File: config.mk
export PLATFORM = sky130hd
export DESIGN_NAME = change_dispenser
export DESIGN_NICKNAME = d
export VERILOG_FILES = /design/src/rtl/change_dispenser.sv
export SDC_FILE = /design/constraint.sdc
export NUM_CORES = 1
export LEC_CHECK = 0
export BUFFER_PORTS_ARGS = -buffer_cell sky130_fd_sc_hd__buf_2
export CORE_MARGIN = 10
export CORE_UTILIZATION = 25
export CTS_BUF_LIST = sky130_fd_sc_hd__clkbuf_4 sky130_fd_sc_hd__clkbuf_8
export CTS_CLUSTER_SIZE = 12
export DETAILED_ROUTE_END_ITERATION = 12
export GPL_TIMING_DRIVEN = 0
export PLACE_DENSITY = 0.5
export SLEW_MARGIN = 20
export SYNTH_ARGS = -nofsm -noshare
export SYNTH_HDL_FRONTEND = slang
export SYNTH_SLANG_ARGS = --single-unit
File: constraint.sdc
create_clock -name clk -period 7 [get_ports clk]
set_input_delay 1.05 -clock clk [delete_from_list [all_inputs] [get_ports clk]]
set_output_delay 1.05 -clock clk [all_outputs]
set_load 0.01 [all_outputs]
File: src/rtl/change_dispenser.sv
// Greedy change payout: latches the balance on a return-request edge and issues one coin per handshake.
// Optional per-denomination stock tracking is compiled in with `define CHANGE_STOCK_EN.
module change_dispenser #(
    parameter int NUM_COINS  = 3,
    parameter int TOTAL_BITS = 31,
    parameter int COIN_VAL0  = 100,
    parameter int COIN_VAL1  = 500,
    parameter int COIN_VAL2  = 1000,
    parameter int STOCK_INIT = 8
) (
    input  logic                  clk,
    input  logic                  reset_n,
    input  logic                  i_return_req,
    input  logic [TOTAL_BITS-1:0] i_balance,
    input  logic                  i_coin_ready,
`ifdef CHANGE_STOCK_EN
    input  logic [NUM_COINS-1:0]  i_refill,
    output logic [NUM_COINS-1:0]  o_stock_empty,
`endif
    output logic                  o_coin_valid,
    output logic [NUM_COINS-1:0]  o_return_coin,
    output logic                  o_busy,
    output logic                  o_done,
    output logic                  o_short,
    output logic [TOTAL_BITS-1:0] o_remaining
);

    localparam int IDX_W = (NUM_COINS > 1) ? $clog2(NUM_COINS) : 1;

    typedef enum logic [1:0] {IDLE, SELECT, ISSUE, DONE} state_t;

    state_t             state;
    logic               req_q;
    logic [IDX_W-1:0]   coin_idx;
    logic [IDX_W-1:0]   sel_idx;
    logic               sel_found;
    logic [NUM_COINS-1:0] avail;

    function automatic logic [TOTAL_BITS-1:0] coin_value(input int k);
        case (k)
            0:       coin_value = TOTAL_BITS'(COIN_VAL0);
            1:       coin_value = TOTAL_BITS'(COIN_VAL1);
            default: coin_value = TOTAL_BITS'(COIN_VAL2);
        endcase
    endfunction

`ifdef CHANGE_STOCK_EN
    logic [7:0] stock [NUM_COINS];
    logic       accept;

    assign accept = (state == ISSUE) && i_coin_ready;

    always_ff @(posedge clk or negedge reset_n) begin
        if (!reset_n) begin
            for (int k = 0; k < NUM_COINS; k++) stock[k] <= 8'(STOCK_INIT);
        end else begin
            // Simultaneous refill and dispense on one coin cancel out.
            for (int k = 0; k < NUM_COINS; k++) begin
                if (accept && coin_idx == IDX_W'(k) && !i_refill[k])
                    stock[k] <= stock[k] - 8'd1;
                else if (i_refill[k] && !(accept && coin_idx == IDX_W'(k)) && stock[k] != 8'hff)
                    stock[k] <= stock[k] + 8'd1;
            end
        end
    end

    always_comb begin
        for (int k = 0; k < NUM_COINS; k++) o_stock_empty[k] = (stock[k] == 8'd0);
    end

    assign avail = ~o_stock_empty;
`else
    assign avail = '1;
`endif

    // Ascending scan: the last qualifying index wins, giving the largest payable coin.
    always_comb begin
        // NOTE: defaults first so every path assigns every output; otherwise a latch is inferred.
        sel_found = 1'b0;
        sel_idx   = '0;
        for (int k = 0; k < NUM_COINS; k++) begin
            if (avail[k] && coin_value(k) <= o_remaining) begin
                sel_found = 1'b1;
                sel_idx   = IDX_W'(k);
            end
        end
    end

    assign o_busy = (state != IDLE);

    // NOTE: sequential state uses non-blocking assignments so every register updates from pre-edge values.
    always_ff @(posedge clk or negedge reset_n) begin
        if (!reset_n) begin
            state         <= IDLE;
            req_q         <= 1'b0;
            coin_idx      <= '0;
            o_coin_valid  <= 1'b0;
            o_return_coin <= '0;
            o_done        <= 1'b0;
            o_short       <= 1'b0;
            o_remaining   <= '0;
        end else begin
            req_q  <= i_return_req;
            o_done <= 1'b0;
            case (state)
                IDLE: begin
                    if (i_return_req && !req_q) begin
                        o_remaining <= i_balance;
                        o_short     <= 1'b0;
                        state       <= (i_balance == '0) ? DONE : SELECT;
                    end
                end
                SELECT: begin
                    if (sel_found) begin
                        coin_idx      <= sel_idx;
                        o_coin_valid  <= 1'b1;
                        o_return_coin <= NUM_COINS'(1) << sel_idx;
                        state         <= ISSUE;
                    end else begin
                        state <= DONE;
                    end
                end
                ISSUE: begin
                    if (i_coin_ready) begin
                        o_remaining   <= o_remaining - coin_value(int'(coin_idx));
                        o_coin_valid  <= 1'b0;
                        o_return_coin <= '0;
                        state         <= SELECT;
                    end
                end
                DONE: begin
                    o_done  <= 1'b1;
                    o_short <= (o_remaining != '0);
                    state   <= IDLE;
                end
                default: state <= IDLE;
            endcase
        end
    end

endmodule

==> flow_metrics.py, run 1 <==
metrics = {
    "outcome": {
        "status": "completed",
    },
    "synthesis": {
        "yosysTopAreaCellShare": 0.3657,
        "ys.flop_type": "dfrtp_1",
        "synth_nets": 389,
        "synth_fa_ha_area_frac": 0.02438,
        "synth.most_common_cell": "nand2_1",
        "avgSynthCellArea_um2": 8.235,
        "netlist_top_cells_area": "dfrtp_1 37%, nand2_1 5.7%, o21ai_0 4.2%",
        "synth_compound_area_frac": 0.2599,
        "ys_seq_area_frac": 0.3657,
        "synth_top_cell_by_area": "dfrtp_1",
        "synthTopCellsByCount": "44 x nand2_1, 42 x dfrtp_1, 24 x o21ai_0",
        "synth_xor_area_frac": 0.003047,
        "synth-edff-count": 0,
        "syn_inst": 349,
        "synth_top_family_by_area": "simple AND/OR/NAND/NOR gates",
        "syn-cell-area_um2": 2874,
        "synth-simple-area-share": 0.3108,
        "async_flop_share": 1.000,
        "synth_mux_area_frac": 0,
        "synth-seq-cells": 42,
        "synth.distinct_cells": 59,
        "ys.warnings.count": 0,
    },
    "power_and_ir_drop": {
        "p_total_mw": 1.609,
        "power_density_nw_per_um2": 458.3,
        "ir_drop_uv": 122.2,
        "leakage_nw": 1.448,
    },
    "timing": {
        "setup_viol": 0,
        "maxClockFrequency_ghz": 0.3152,
        "whs_ps": 479.2,
        "period_minus_slack_ps": 3172,
        "final.setup.worst_slack_ps": 3828,
        "drv_slew": 0,
        "skew_ps": 6.419,
        "timing_hold_violations_final": 0,
        "worst_slew_pin_slew_ps": 858.0,
        "maxSlewHeadroom": 0.4227,
        "rsz0062_at_grt": "false",
        "fin_crit_sh": 0.4532,
        "fin_setup_tns_ps": 0,
    },
    "drt": {
        "drt_iter0_markers": 388,
        "drtPass1Iterations": 5,
        "drc": 0,
        "drtAntennaViolNets": 0,
        "finalWirelength_um": 11350,
        "wl_per_cell_um": 19.85,
        "vias_per_cell": 5.572,
        "vias": 3187,
    },
    "clock_tree": {
        "clock_latency_ps": 300,
        "postCtsSetupBuffers": 0,
        "cts_buffer_depth": 2,
        "htree_levels": 2,
        "cts_tree": "built",
        "clk_pin_slew_worst_paths_ps": 90,
        "cts_resized": 0,
        "root_buffer": "clkbuf_8",
        "numCtsBuffers": 5,
        "cts_hold_buf": 0,
        "clock_sinks": 42,
    },
    "final_layout": {
        "antenna_cells": 0,
        "layout-drive-gt1-share": 0.2401,
        "stdcell_count": 572,
        "syn_to_final_growth_pct": 22.16,
        "stdcell_area_um2": 3511,
        "final_core_util": 0.3101,
        "nets": 468,
    },
    "die": {
        "die_h_um": 127.2,
        "rows": 39,
        "die_width_um": 127.2,
        "dieArea_um2": 16180,
        "io_pins": 73,
        "coreArea_um2": 11320,
        "start_util": 0.2539,
    },
    "worst_setup_path": {
        "crit_cells": 6,
        "crit_arrival_ps": 3410,
        "slowest_delay_ps": 750,
        "r2r_cells": 5,
        "cp_slowest_cell": "nor4_1",
        "path_cells": "buf_2 -> or3b_2 -> a21oi_1 -> nand2_1 -> nor4_1 -> a221o_1",
        "rrSetupSlack_ps": 4160,
        "crit_type": "in2reg",
        "reg2reg_from": "state[1]",
        "path_buf_inv": 1,
        "crit_family": "simple AND/OR/NAND/NOR gates",
        "cp-start-kind": "input port",
        "reg2reg_to": "o_remaining[29]",
        "path_max_fanout": 6,
        "cp-end-kind": "flip-flop",
        "cp.required_ps": 7240,
    },
    "min_path": {
        "hp-class": "reg2reg",
        "hp-start": "o_coin_valid",
        "min_path_cells": 2,
        "whs_endpoint": "o_coin_valid",
    },
    "placement": {
        "gp_congestion": 0.8985,
        "dp_slack_ps": 3523,
        "hpwl_um": 8775,
        "place_area_um2": 3413,
        "port_buffers": 72,
        "numPlacedInstances": 564,
    },
    "global_route": {
        "grt.total_usage": 0.1354,
        "antenna_found_initial": 0,
        "grt_max_degree": 43,
        "grt_first_pass_wirelength_um": 17660,
        "overflow": 0,
        "grt_pass1_vias": 3112,
    },
    "flow_run": {
        "max_cap_viol_count": 0,
    },
}
==> area by class of cell <==
| cell class | instances | area, um^2 |
|---|---|---|
| clock buffers | 7 | 90.09 |
| well taps | 143 | 178.9 |
| plain buffers | 19 | 73.82 |
| repair buffers | 72 | 362.8 |
| fillers | 1247 | 7810 |
| clock inverters | 1 | 5.005 |
| multi-input cells | 280 | 1719 |
| inverters | 8 | 30.03 |
| flip-flops and latches | 42 | 1051 |
==> power breakdown <==
part / switching [mW] / internal (mW)
registers: 0.161 / 0.350
clock network: 0.0897 / 0.0837
logic: 0.575 / 0.350
total: 0.826 / 0.783
==> worst max path at each step <==
stage	startpoint	to	slack, ps
finish	i_return_req	o_remaining[29]	3830
global route	i_return_req	o_remaining[25]	3700
CTS	i_return_req	o_remaining[29]	3840
detailed placement	i_return_req	o_remaining[29]	3520
global placement	i_return_req	o_remaining[29]	3510
floorplan	i_return_req	o_remaining[25]	4380
==> flip-flops by register name, summed over array words and instances, names as in the netlist <==
register,flops
state,2
coin_idx,2
o_short,1
o_coin_valid,1
o_remaining,31
o_return_coin,3
o_done,1
req_q,1
==> worst min-delay path, stage by stage, from the launching register on <==
cell     delay (ps)
dfrtp_1         350
nand2_1          50
nand2_1          50
==> layer usage <==
layer	global-route usage	routed length, um	vias up
met5	0	0	-
met4	0.03885	226	0
met1	0.1824	5249	1546
met3	0.04094	833	23
li1	-	-	1490
met2	0.2035	5044	128
==> cells in the final DEF (no fill, tap or decap), drive strengths merged, types with 4 or more instances in the layout <==
cell / instances
o22ai: 4
nand3: 10
o31ai: 4
nand4: 7
nor3: 23
or2: 7
dfrtp: 42
nor2: 23
clkbuf: 23
inv: 8
o21ai: 24
nor4: 16
a211oi: 5
a21oi: 23
a31oi: 9
or3: 14
ha: 4
a21o: 4
buf: 75
nand2: 44
nor2b: 5
==> kinds of logic (layout without fill, tap and decap cells) <==
family	after synthesis	count (layout)
buffers and inverters	27	107
and+or+nand+nor	165	165
AOI/OAI and AO/OA	109	109
adders and majority gates	5	5
DFF	42	42
xor gates and xnor gates	1	1
Power figures use the tool's default switching activity.
==> run 2, diff against run 1 <==
Settings changed: PLACE_DENSITY 0.5 to 0.51.
Clock period 7 ns to 2.6 ns, I/O delays scaled along.
==> run 2 against run 1 <==
Via count rose by 1.0%. Critical endpoint is now o_return_coin[2]. Core utilization rose by 1.2 points. Clock skew rose by 8.1 ps. Critical path type is now reg2reg. Global-route usage fell by 0.089 points. Clock power rose by 140%. Cell area rose by 3.7%. Die area did not move. Register-to-register slack got worse by 4100 ps. Total power rose to 2.8 times the previous value. Highest routed layer unchanged.
==> flow_metrics.py, run 2 (synthesized netlist as in run 1, its figures left out) <==
metrics = {
    "outcome": {
        "status": "completed",
    },
    "final_layout": {
        "final_core_util": 0.3217,
        "layout-drive-gt1-share": 0.2880,
        "syn_to_final_growth_pct": 26.73,
        "final_common_cell": "buf_2",
        "antenna_cells": 0,
        "nFillCells": 1265,
        "stdcell_area_um2": 3642,
        "stdcell_count": 577,
        "nets": 474,
        "final_cell_mix": "73 x buf_2, 44 x nand2_1, 40 x dfrtp_1",
        "top_regs": "o_remaining x31, o_return_coin x3",
        "top_register": "o_remaining",
        "largest_reg_flops": 31,
    },
    "drt": {
        "wl_per_cell_um": 19.95,
        "finalWirelength_um": 11510,
        "drtAntennaViolNets": 0,
        "drtPass1Iterations": 5,
        "drt_iter0_markers": 345,
        "vias": 3219,
        "vias_per_cell": 5.579,
        "drc": 0,
    },
    "power_and_ir_drop": {
        "ir_drop_uv": 344.9,
        "p_total_mw": 4.481,
        "power_density_nw_per_um2": 1230,
        "leakage_nw": 1.483,
    },
    "global_route": {
        "grt_pass1_vias": 3100,
        "grt_first_pass_wirelength_um": 17420,
        "overflow": 0,
        "grt.total_usage": 0.1345,
        "grt_max_degree": 43,
        "antenna_found_initial": 0,
    },
    "clock_tree": {
        "clock_sinks": 42,
        "clk_pin_slew_worst_paths_ps": 90,
        "root_buffer": "clkbuf_8",
        "cts_hold_buf": 0,
        "clock_latency_ps": 300,
        "htree_levels": 2,
        "cts_tree": "built",
        "cts_buffer_depth": 2,
        "numCtsBuffers": 5,
    },
    "die": {
        "die_h_um": 127.2,
        "dieArea_um2": 16180,
        "rows": 39,
        "coreArea_um2": 11320,
        "io_pins": 73,
        "die_width_um": 127.2,
        "start_util": 0.2539,
    },
    "worst_setup_path": {
        "cp-end-kind": "flip-flop",
        "path_buf_inv": 1,
        "cp.required_ps": 2800,
        "cp-start-kind": "flip-flop",
        "cp_slowest_cell": "or4_1",
        "crit_type": "reg2reg",
        "rrSetupSlack_ps": 80,
        "reg2reg_from": "o_remaining[10]",
        "reg2reg_to": "o_return_coin[2]",
        "path_cells": "or2_2 -> clkbuf_1 -> or4_1 -> nor4_2 -> o41ai_4 -> a31o_1",
        "crit_arrival_ps": 2710,
        "r2r_cells": 6,
        "slowest_delay_ps": 560,
        "path_max_fanout": 8,
        "crit_family": "simple AND/OR/NAND/NOR gates",
    },
    "timing": {
        "final.setup.worst_slack_ps": 83.73,
        "period_minus_slack_ps": 2516,
        "maxSlewHeadroom": 0.5329,
        "fin_crit_sh": 0.9678,
        "setup_viol": 0,
        "fin_setup_tns_ps": 0,
        "timing_hold_violations_final": 0,
        "skew_ps": 14.47,
        "worst_slew_pin_slew_ps": 700.6,
        "whs_ps": 74.53,
        "drv_slew": 0,
        "maxClockFrequency_ghz": 0.3974,
    },
    "placement": {
        "dp_slack_ps": -182.7,
        "numPlacedInstances": 564,
        "place_area_um2": 3413,
        "port_buffers": 72,
        "gp_congestion": 0.8925,
        "hpwl_um": 8747,
    },
    "min_path": {
        "hp-class": "in2async",
    },
    "flow_run": {
        "max_cap_viol_count": 0,
    },
}
[run 2: worst max-delay path by stage]
stage	startpoint	end	slack, ps	cells past startpoint
finish	o_remaining[10]	o_return_coin[2]	80	6
global route	o_remaining[10]	o_return_coin[2]	-6	7
floorplan	o_remaining[2]	o_remaining[22]	180	9
detailed placement	i_return_req	o_remaining[29]	-180	6
CTS	o_remaining[2]	o_remaining[22]	-60	9
global placement	i_return_req	o_remaining[29]	-150	6
[run 2: report_power, final]
part,internal (mW),total (mW),switching [mW]
clock,0.181,0.422,0.241
combinational,1.04,2.67,1.63
sequential,0.944,1.39,0.449
[run 2: cell type report]
cell class	instances	area, um^2	area share
Multi-Input combinational cell	280	1814	0.4981
Sequential cell	42	1054	0.2892
Timing Repair Buffer	78	407.9	0.1120
Tap cell	143	178.9	0.04912
Buffer	19	78.83	0.02164
Clock buffer	5	68.82	0.01889
Inverter	8	30.03	0.008245
Clock inverter	2	10.01	0.002748
[run 2: repair_timing]
item                       CTS  global route
pin swaps                    1             6
resized for setup            5            19
setup endpoints to repair   17            30
buffers inserted             0             6
[run 2: per-layer routing]
| metal | vias to the layer above | GRT usage | part of all wire |
|---|---|---|---|
| met5 | - | 0 | 0 |
| met4 | 0 | 0.03282 | 0.012 |
| met3 | 14 | 0.03763 | 0.085 |
| met2 | 151 | 0.2160 | 0.46 |
| met1 | 1553 | 0.1740 | 0.44 |
| li1 | 1501 | - | - |
